### src/rtl/rr_arb4_pkg.sv
// rr_arb4_pkg: shared types, channel count and one-hot helper for the 4-channel round-robin arbiter.
`default_nettype none

package rr_arb4_pkg;

  localparam int N_CH = 4;

  typedef enum logic [0:0] {
    IDLE  = 1'b0,
    GRANT = 1'b1
  } state_e;

  // Binary index of the set bit; an all-zero vector maps to 0.
  function automatic logic [1:0] oh_to_idx(input logic [N_CH-1:0] oh);
    logic [1:0] idx;
    idx = 2'd0;
    for (int i = 0; i < N_CH; i++) begin
      if (oh[i]) idx = 2'(i);
    end
    return idx;
  endfunction

endpackage

`default_nettype wire

### src/rtl/rr_arb4_pick4.sv
// rr_pick4: combinational circular priority pick, first set request at or above ptr (mod 4).
`default_nettype none

module rr_pick4
  import rr_arb4_pkg::*;
(
  input  logic [N_CH-1:0] req,
  input  logic [1:0]      ptr,
  output logic [N_CH-1:0] win_oh,
  output logic            any
);

  logic [1:0] cand;

  always_comb begin
    win_oh = '0;
    any    = 1'b0;
    cand   = 2'd0;
    for (int i = 0; i < N_CH; i++) begin
      cand = ptr + 2'(i);
      if (!any && req[cand]) begin
        win_oh[cand] = 1'b1;
        any          = 1'b1;
      end
    end
  end

endmodule

`default_nettype wire

### src/rtl/rr_arb4.sv
// rr_arb4: 4-channel round-robin arbiter with sticky registered one-hot grant, rev 1.0.
// Defining RR_ARB4_INDEX_OUT_EN adds the registered binary grant_idx output.
`default_nettype none

module rr_arb4
  import rr_arb4_pkg::*;
#(
  parameter logic [1:0] PTR_RESET = 2'd0
) (
  input  logic            clk,
  input  logic            rst_n,
  input  logic [N_CH-1:0] req,
  output logic [N_CH-1:0] gnt_oh,
  output logic            gnt_valid,
  input  logic            gnt_ready,
  output logic            busy
`ifdef RR_ARB4_INDEX_OUT_EN
  ,
  output logic [1:0]      grant_idx
`endif
);

  state_e          state_q, state_d;
  logic [N_CH-1:0] gnt_oh_q, gnt_oh_d;
  logic [1:0]      ptr_q, ptr_d;
  logic            accept;
  logic [1:0]      pick_ptr;
  logic [N_CH-1:0] win_oh;
  logic            win_any;

  // On accept the picker already sees the advanced pointer, giving back-to-back grants.
  rr_pick4 u_pick (
    .req    (req),
    .ptr    (pick_ptr),
    .win_oh (win_oh),
    .any    (win_any)
  );

  always_comb begin
    accept   = (state_q == GRANT) && gnt_ready;
    pick_ptr = accept ? (oh_to_idx(gnt_oh_q) + 2'd1) : ptr_q;
    state_d  = state_q;
    gnt_oh_d = gnt_oh_q;
    ptr_d    = ptr_q;
    case (state_q)
      IDLE: begin
        if (win_any) begin
          state_d  = GRANT;
          gnt_oh_d = win_oh;
        end
      end
      GRANT: begin
        if (accept) begin
          ptr_d = pick_ptr;
          if (win_any) begin
            gnt_oh_d = win_oh;
          end else begin
            state_d  = IDLE;
            gnt_oh_d = '0;
          end
        end
      end
      default: begin
        state_d  = IDLE;
        gnt_oh_d = '0;
      end
    endcase
  end

  always_ff @(posedge clk or negedge rst_n) begin
    if (!rst_n) begin
      state_q  <= IDLE;
      gnt_oh_q <= '0;
      ptr_q    <= PTR_RESET;
    end else begin
      state_q  <= state_d;
      gnt_oh_q <= gnt_oh_d;
      ptr_q    <= ptr_d;
    end
  end

  assign gnt_oh    = gnt_oh_q;
  assign gnt_valid = (state_q == GRANT);
  assign busy      = (state_q == GRANT);

`ifdef RR_ARB4_INDEX_OUT_EN
  logic [1:0] grant_idx_q;

  always_ff @(posedge clk or negedge rst_n) begin
    if (!rst_n) begin
      grant_idx_q <= 2'd0;
    end else begin
      grant_idx_q <= oh_to_idx(gnt_oh_d);
    end
  end

  assign grant_idx = grant_idx_q;
`endif

endmodule

`default_nettype wire

### config.mk
export PLATFORM = sky130hd
export DESIGN_NAME = rr_arb4
export DESIGN_NICKNAME = d
export VERILOG_FILES = /design/src/rtl/rr_arb4_pkg.sv /design/src/rtl/rr_arb4_pick4.sv /design/src/rtl/rr_arb4.sv
export SDC_FILE = /design/constraint.sdc
export NUM_CORES = 1
export LEC_CHECK = 0
export CAP_MARGIN = 0
export CORE_MARGIN = 2
export CORE_UTILIZATION = 55
export CTS_CLUSTER_DIAMETER = 80
export DETAILED_ROUTE_END_ITERATION = 8
export PLACE_DENSITY = 0.83
export SKIP_CTS_REPAIR_TIMING = 1
export SLEW_MARGIN = 20
export SYNTH_ARGS = -nofsm -noshare
export SYNTH_HDL_FRONTEND = slang
export SYNTH_HIERARCHICAL = 1
export SYNTH_SLANG_ARGS = --single-unit
### constraint.sdc
create_clock -name clk -period 7.7 [get_ports clk]
set_input_delay 1.54 -clock clk [delete_from_list [all_inputs] [get_ports clk]]
set_output_delay 1.54 -clock clk [all_outputs]
set_load 0.05 [all_outputs]
# Yosys cells after proc, flatten, opt, wreduce, memory -nomap -nowiden
# Cells that the tools add are included.
# totals
regBits	7
inputBits	7
elab_cells	69
# classes
addsub	4
n_lt_le_gt_ge	8
eq_ne	2
muxes	35
n_bitwise	4
n_reduce_logical	13
# op_table
cell	n
$mux 4	7
$mux 1	15
$lt 2x3->1 const B	4
$or 4x4->4	3
$bmux 1 s2	4
$demux 1 s2	4
$ge 2x1->1 const B	4
$logic_and 1x1->1	8
$pmux 4 s2	1
$mux 2	3
$add 2x1->2 const B	2
$add 2x2->2 const B	2
$ne 2x1->1 const B	2
$reduce_and 2->1	2
$logic_not 1->1	3
$pmux 1 s2	1
$not 1->1	1

# Longest topological paths before layout
# Gate-level depths: netlist of the first run.
# depth
ltp_word	20
mapped_depth	12
ltp_nobuf	10

# Cells and area by module
# Netlist of the first run, hierarchy kept.
# by_module_without_submodules
module	n_inst	cells_each	area_each_um2	seq_area_each_um2
rr_pick4	1	62	494.2	0.0
rr_arb4	1	38	392.9	175.2

# Worst setup path after synthesis of the first run
# Ideal clock, no wire load.
# synth_path
path_kind	input port to flip-flop
start	input port gnt_ready
end	register gnt_oh_q[3] (netlist: gnt_oh[3])
setup_ns	0.138
arrival_time_ns	3.851
slack_ns	3.711
cell_stages	11
cell_sequence	nand2_1 > mux2i_1 > clkbuf_1 > inv_1 > ha_1 > mux2_2 > a31o_1 > a221oi_2 > o2bb2ai_1 > mux2i_1 > o221ai_1
# synth_via
elab_chain_cells	17
elab_cells_between_ends	57
# synth_lines
element	line	source
start: declaration	rr_arb4.sv:15	input logic gnt_ready,
$logic_and 1x1->1 *	rr_arb4.sv:40	accept = (state_q == GRANT) && gnt_ready;
$mux 2 *	rr_arb4.sv:41	pick_ptr = accept ? (oh_to_idx(gnt_oh_q) + 2'd1) : ptr_q;
via pick_ptr[1]	rr_arb4.sv:27	logic [1:0] pick_ptr;
branches (longest 11 deep; another with $lt 2x3->1)	-	
$mux 4 *	rr_arb4_pick4.sv:21	if (!any && req[cand]) begin
via win_oh[3]	rr_arb4.sv:28	logic [N_CH-1:0] win_oh;
$mux 4	rr_arb4.sv:55	if (win_any) begin
$mux 4	rr_arb4.sv:53	if (accept) begin
$pmux 4 s2 *	rr_arb4.sv:45	case (state_q)
end signal: assignment	rr_arb4.sv:77	gnt_oh_q <= gnt_oh_d;
end: declaration	rr_arb4.sv:24	logic [N_CH-1:0] gnt_oh_q, gnt_oh_d;
# Mark *: on every way through the listed nets, which the timed path passes. The select of a mux whose other input is x is not followed.
# A chain may end at the register's enable or synchronous reset.

# Worst setup path after layout of the first run
# layout_path
start	input port gnt_ready
end	register gnt_oh_q[0] (netlist: gnt_oh[0])
# Same word-level chain as after synthesis.

==> summary.txt, run 1 <==
Logic synthesis
  – Yosys warns: 6
  – Post-synth EDFFs: 0
  – Syn Nets: 113
  – Post-synth top area share: 0.197
  – Synth Flop Type: dfrtp_1
  – Largest cells by area after synthesis: dfrtp_1 (20%), mux2i_1 (14%), ha_1 (8.5%)
  – Synth async-reset ratio: 1.00
  – Seq/Total Area, Yosys: 0.197
  – FF+latch count, synth: 7
  – Synth Cell Area: 887 µm²
  – Most frequent cell after synthesis: mux2i_1
  – Post-synth top cells: mux2i_1 (12), nand2_1 (9), dfrtp_1 (7)
  – Synth area leader: dfrtp_1
  – Syn avg cell area: 8.87 µm²
  – Yosys cell types: 33
  – Cells after synthesis: 100

Worst setup path
  – Critical path capture point type: register
  – CP max stage cell: clkdlybuf4s50_1
  – Worst path top cell family by delay: buffers and inverters
  – Buf+Inv Stages, Crit Path: 3
  – WS Path Type: in2reg
  – Critical-path maximum fanout: 21
  – Setup crit start kind: input pin
  – Cell breakdown of the critical path: clkdlybuf4s50_1 -> nand2_1 -> o31ai_2 -> buf_4 -> inv_1 -> ha_1 -> mux2_2 -> a31o_1 -> a221oi_2 -> o2bb2ai_1 -> mux2i_1 -> o221ai_1
  – Critical Path RT: 7.81 ns
  – Worst path arrival time: 4.82 ns
  – CP max stage delay: 0.69 ns

Clock network
  – CTS root buffer: clkbuf_4
  – H-tree depth: 1
  – Reg clk slew, reported paths: 0.05 ns
  – TritonCTS clock tree: done
  – Clock Path Buffers: 2
  – Total CTS buffers: 3
  – Clock sinks: 7
  – Later-pin clock latency in the skew report: 0.25 ns

Detailed routing
  – Via count of the routed design: 821
  – Drt wl/cell: 16.9 µm
  – Final wirelength: 2120 µm
  – Via density: 6.57
  – # DRC: 0
  – Routed Antenna Nets: 0
  – 1st-pass router iterations: 4
  – Initial DRC count: 31

STA
  – Slew @ Worst Pin: 0.494 ns
  – RSZ-0062 raised after global routing: no
  – # setup viols final: 0
  – Tcrit/Tclk final: 0.612
  – Pins Over Slew Limit: 0
  – Hold Slack: 0.540 ns
  – Setup TNS: 0 ns
  – Min Tclk post-route: 4.71 ns
  – Rel. slew slack: 0.670
  – Setup WS post-layout: 2.99 ns
  – F_max: 212 MHz
  – Endpoints failing hold: 0
  – Final Skew: 0.000151 ns

Place
  – PortBufs: 12
  – Pre-CTS setup slack: 2.79 ns
  – HPWL Detailed: 1550 µm
  – Placer Congestion: 0.852

Layout
  – Layout area overhead: 14.4%
  – Post-layout nets: 123
  – Share of cells above drive strength 1: 0.138
  – Antenna diodes: 0
  – Filler Cell Count: 132

Worst hold path
  – Worst min path class: reg2reg

Power and ir drop
  – Sw Ratio: 0.521
  – Reg power frac: 0.151
  – Clock share of power: 0.077
  – Switching power total: 0.227 mW
  – P_int: 0.209 mW
  – Comb power frac: 0.772
  – Peak VDD IR: 0.000267 V
  – Pwr dens: 429 nW/µm²
  – Leakage: 0.447 nW

Flow run
  – Max_cap viols: 0

Global route
  – Largest net degree at the start of global routing: 22
  – Number of antenna violations at the first check in global routing: 0
  – First-pass GRT wire length: 3530 µm
  – Total track usage: 0.247
  – Vias in the first global route: 760
  – GRT overflow: 0

Die
  – Core area: 1510 µm²
  – Die height: 44.2 µm
  – Num rows: 14
  – # IOs: 13
  – Total die area: 1950 µm²
  – Initial Utilization: 0.589
  – Width of the die: 44.2 µm

Outcome
  – Status: completed
## state kept, by name, summed over array words and instances, names as in the netlist
name and count:
busy 1, ptr_q 2, gnt_oh 4
## cells by family (layout without fill, tap and decap cells)
| group | count (synthesis) | after routing | synth area share |
|---|---|---|---|
| simple gates | 31 | 31 | 0.181 |
| flops | 7 | 7 | 0.197 |
| buf+inv | 14 | 23 | 0.0874 |
| mux | 16 | 16 | 0.199 |
| fa+ha+maj | 6 | 6 | 0.0846 |
| compound gates | 26 | 26 | 0.251 |
## cells in the final DEF (no fill, tap or decap), drive strengths merged, types with 3 or more instances in the layout
master	n
inv	5
o221ai	4
ha	6
nand3	6
mux2i	12
mux2	3
clkbuf	4
nand2	9
dfrtp	7
clkdlybuf4s50	12
nor2	6
o22ai	6
nand2b	4
o2bb2ai	4
## stage by stage
stage | cell area (µm²) | util | instances | power, mW
CTS | 1010 | 0.674 | 125 | 0.431
detailed placement | 988 | 0.656 | 121 | 0.394
global route | 1010 | 0.674 | 125 | 0.466
finish | 1010 | 0.674 | 125 | 0.435
global placement | 988 | 0.656 | 121 | 0.379
floorplan | 887 | - | 100 | 0.321
## power groups by stage
stage | Clock, mW | Sequential [mW] | Combinational, mW
2_1_floorplan | 0 | 0.0947 | 0.226
3_3_place_gp | 0 | 0.0645 | 0.314
3_5_place_dp | 0 | 0.0657 | 0.328
4_1_cts | 0.0335 | 0.0657 | 0.332
5_1_grt | 0.0349 | 0.0674 | 0.364
6_report | 0.0336 | 0.0658 | 0.336
## worst min-delay path: cells and delay by family (launching register included)
kind                   cells  cell delay, ns
muxes                      1            0.06
buffers and inverters      1            0.07
DFF                        1            0.37
## layout make-up
cell class                 count  area (µm²)  share of cell area
clock buffer                   4        26.3              0.0259
inverter                       5        18.8              0.0185
sequential                     7         175               0.173
timing repair buffer          14         135               0.133
tap                           16        20.0              0.0197
multi-input combinational     79         639               0.630
## per-layer routing
| layer | share of wire | routed length (µm) | vias up | global-route usage |
|---|---|---|---|---|
| li1 | - | - | 397 | - |
| met1 | 0.40 | 839 | 388 | 0.293 |
| met2 | 0.53 | 1120 | 31 | 0.447 |
| met3 | 0.057 | 120 | 5 | 0.0245 |
| met4 | 0.018 | 38 | 0 | 0.109 |
| met5 | 0 | 0 | - | 0 |
## worst paths after layout
| kind | start | endpoint | slack (ns) | cells after the start |
|---|---|---|---|---|
| worst max-delay path | gnt_ready | gnt_oh[0]$_DFFE_PN0P_ | 2.99 | 12 |
| min in group asynchronous | rst_n | gnt_oh[2]$_DFFE_PN0P_ | 1.54 | 1 |
| worst max register to register | busy$_DFF_PN0_ | gnt_oh[0]$_DFFE_PN0P_ | 4.41 | 11 |
| worst min register to register | ptr_q[1]$_DFFE_PN0P_ | ptr_q[1]$_DFFE_PN0P_ | 0.54 | 2 |
| max in group asynchronous | rst_n | ptr_q[1]$_DFFE_PN0P_ | 5.93 | 1 |
| worst min-delay path | ptr_q[1]$_DFFE_PN0P_ | ptr_q[1]$_DFFE_PN0P_ | 0.54 | 2 |
Note: power is estimated with default switching activity, not from simulation.
==> run 2, diff against run 1 <==
- CORE_UTILIZATION: 55 -> 53
- PLACE_DENSITY: 0.83 -> 0.8
- clock period: 7.7 -> 4.85 ns (I/O delays scaled with it)
==> run 2 against run 1 <==
Flip-flop and latch count stayed put. Critical path depth stayed put. Clock power is 64% higher. Worst hold slack better by 0.0011 ns. Routed wire length is 8.2% lower. Utilization is 1.5 points lower. Cell area stayed put. Sequential power is 57% higher. Final cell count stayed put. Largest power group unchanged.
==> summary.txt, run 2 (same netlist as run 1, synthesis figures left out) <==
Worst setup path
  – Setup crit start kind: input pin (unchanged)
  – Worst reg2reg endpoint: gnt_oh[0]$_DFFE_PN0P_ (unchanged)
  – Critical-path maximum fanout: 11 (was 21)
  – Critical path capture point type: register (unchanged)
  – Flop-to-flop setup slack: 1.83 ns (was 4.41 ns)
  – Worst path arrival time: 3.96 ns (was 4.82 ns)
  – Most Frequent Cell on Critical Path: mux2i_1
  – Critical Path RT: 4.98 ns (was 7.81 ns)
  – CP max stage delay: 0.68 ns (was 0.69 ns)
  – Cell breakdown of the critical path: clkdlybuf4s50_1 -> nand2_1 -> mux2i_1 -> buf_4 -> inv_1 -> ha_1 -> mux2_2 -> a31o_1 -> a221oi_2 -> o2bb2ai_1 -> mux2i_1 -> o221ai_1 (was clkdlybuf4s50_1 -> nand2_1 -> o31ai_2 -> buf_4 -> inv_1 -> ha_1 -> mux2_2 -> a31o_1 -> a221oi_2 -> o2bb2ai_1 -> mux2i_1 -> o221ai_1)
  – R2R depth: 11 (unchanged)
  – CP max stage cell: clkdlybuf4s50_1 (unchanged)
  – Worst r2r src: busy$_DFF_PN0_ (unchanged)
  – WS Path Type: in2reg (unchanged)

Layout
  – Most frequent cells in the layout: mux2i_1 (12), clkdlybuf4s50_1 (12), nand2_1 (9), dfrtp_1 (7) (unchanged)
  – Filler Cell Count: 128 (was 132)
  – Share of cells above drive strength 1: 0.138 (unchanged)
  – Layout area overhead: 14.4% (unchanged)
  – Largest register FFs: 4 (unchanged)
  – Post-layout nets: 123 (unchanged)
  – Antenna diodes: 0 (unchanged)

Detailed routing
  – Via density: 6.52 (was 6.57)
  – Final wirelength: 1940 µm (was 2120 µm)
  – Routed Antenna Nets: 0 (unchanged)
  – Via count of the routed design: 815 (was 821)
  – Initial DRC count: 36 (was 31)
  – 1st-pass router iterations: 4 (unchanged)
  – # DRC: 0 (unchanged)
  – Drt wl/cell: 15.5 µm (was 16.9 µm)

Power and ir drop
  – Leakage: 0.447 nW (unchanged)
  – Pwr dens: 671 nW/µm² (was 429 nW/µm²)
  – Tot Pwr: 0.681 mW (was 0.435 mW)
  – Peak VDD IR: 0.000433 V (was 0.000267 V)

STA
  – Setup TNS: 0 ns (unchanged)
  – Rel. slew slack: 0.666 (was 0.670)
  – Endpoints failing hold: 0 (unchanged)
  – # setup viols final: 0 (unchanged)
  – F_max: 261 MHz
  – Tcrit/Tclk final: 0.791
  – Min Tclk post-route: 3.83 ns
  – RSZ-0062 raised after global routing: no (unchanged)
  – Pins Over Slew Limit: 0 (unchanged)
  – Slew @ Worst Pin: 0.499 ns (was 0.494 ns)
  – Final Skew: 0.0111 ns (was 0.000151 ns)

Worst hold path
  – Worst Hold Path Cells: 2 (unchanged)
  – Worst min path class: reg2reg (unchanged)
  – WHS Endpoint: ptr_q[1]$_DFFE_PN0P_ (unchanged)
  – Hold_sp: ptr_q[1]$_DFFE_PN0P_ (unchanged)

Clock network
  – CTS root buffer: clkbuf_4 (unchanged)
  – TritonCTS clock tree: done (unchanged)
  – Clock sinks: 7 (unchanged)
  – Clock Path Buffers: 2 (unchanged)
  – Reg clk slew, reported paths: 0.06 ns (was 0.05 ns)
  – Later-pin clock latency in the skew report: 0.26 ns (was 0.25 ns)
  – Total CTS buffers: 3 (unchanged)
  – H-tree depth: 1 (unchanged)

Die
  – Num rows: 14 (unchanged)
  – Total die area: 2020 µm² (was 1950 µm²)
  – # IOs: 13 (unchanged)
  – Die height: 44.9 µm (was 44.2 µm)
  – Initial Utilization: 0.575 (was 0.589)
  – Width of the die: 44.9 µm (was 44.2 µm)
  – Core area: 1540 µm² (was 1510 µm²)

Place
  – HPWL Detailed: 1430 µm (was 1550 µm)
  – PortBufs: 12 (unchanged)
  – Placer Congestion: 0.839 (was 0.852)

Global route
  – Largest net degree at the start of global routing: 21 (was 22)
  – Vias in the first global route: 711 (was 760)
  – Number of antenna violations at the first check in global routing: 0 (unchanged)
  – First-pass GRT wire length: 3200 µm (was 3530 µm)
  – GRT overflow: 0 (unchanged)
  – Total track usage: 0.218 (was 0.247)

Outcome
  – Status: completed (unchanged)

Flow run
  – Max_cap viols: 0 (unchanged)
## run 2: cell counts in the layout (fill, tap and decap cells not counted)
Identical to the previous run, type by type.
## run 2: worst max-delay path, delay by kind of cell
| kind | cells | cell delay [ns] |
|---|---|---|
| muxes | 3 | 0.73 |
| buffers and inverters | 3 | 0.96 |
| AOI/OAI and AO/OA | 4 | 0.69 |
| and+or+nand+nor | 1 | 0.21 |
| adders and majority gates | 1 | 0.38 |
## run 2: worst max path at each step
stage | endpoint | slack [ns] | start
2_1_floorplan | gnt_oh[3]$_DFFE_PN0P_ | 1.43 | gnt_ready
3_3_place_gp | gnt_oh[0]$_DFFE_PN0P_ | 0.85 | gnt_ready
3_5_place_dp | gnt_oh[0]$_DFFE_PN0P_ | 0.78 | gnt_ready
4_1_cts | gnt_oh[0]$_DFFE_PN0P_ | 1.04 | gnt_ready
5_1_grt | gnt_oh[0]$_DFFE_PN0P_ | 0.78 | gnt_ready
6_report | gnt_oh[0]$_DFFE_PN0P_ | 1.02 | gnt_ready
## run 2: area by class of cell
type / count / area (µm²) / area share
timing repair buffer: 14 / 135 / 0.133
tap: 16 / 20.0 / 0.0197
inverter: 5 / 18.8 / 0.0185
sequential: 7 / 175 / 0.173
clock buffer: 4 / 26.3 / 0.0259
multi-input combinational: 79 / 639 / 0.630
## run 2: metal layers
layer | part of all wire | vias up | track usage
met3 | 0.048 | 4 | 0.0760
met4 | 0.0088 | 0 | 0.0353
li1 | - | 395 | -
met5 | 0 | - | 0
met2 | 0.48 | 28 | 0.354
met1 | 0.46 | 388 | 0.285
## run 2: report_power, final
group | internal, mW | switching, mW
logic | 0.218 | 0.305
registers | 0.0817 | 0.0213
clock network | 0.0315 | 0.0235
total | 0.331 | 0.350
## run 2: per-stage QoR
stage,setup WS (ns),cells,hold WS [ns],util,cell area (µm²)
after floorplan,1.43,100,0.493,-,887
after global routing,0.777,125,0.569,0.658,1010
after global placement,0.846,121,0.525,0.641,988
after CTS,1.04,125,0.546,0.658,1010
after detailed placement,0.778,121,0.537,0.641,988
final,1.02,125,0.541,0.658,1010
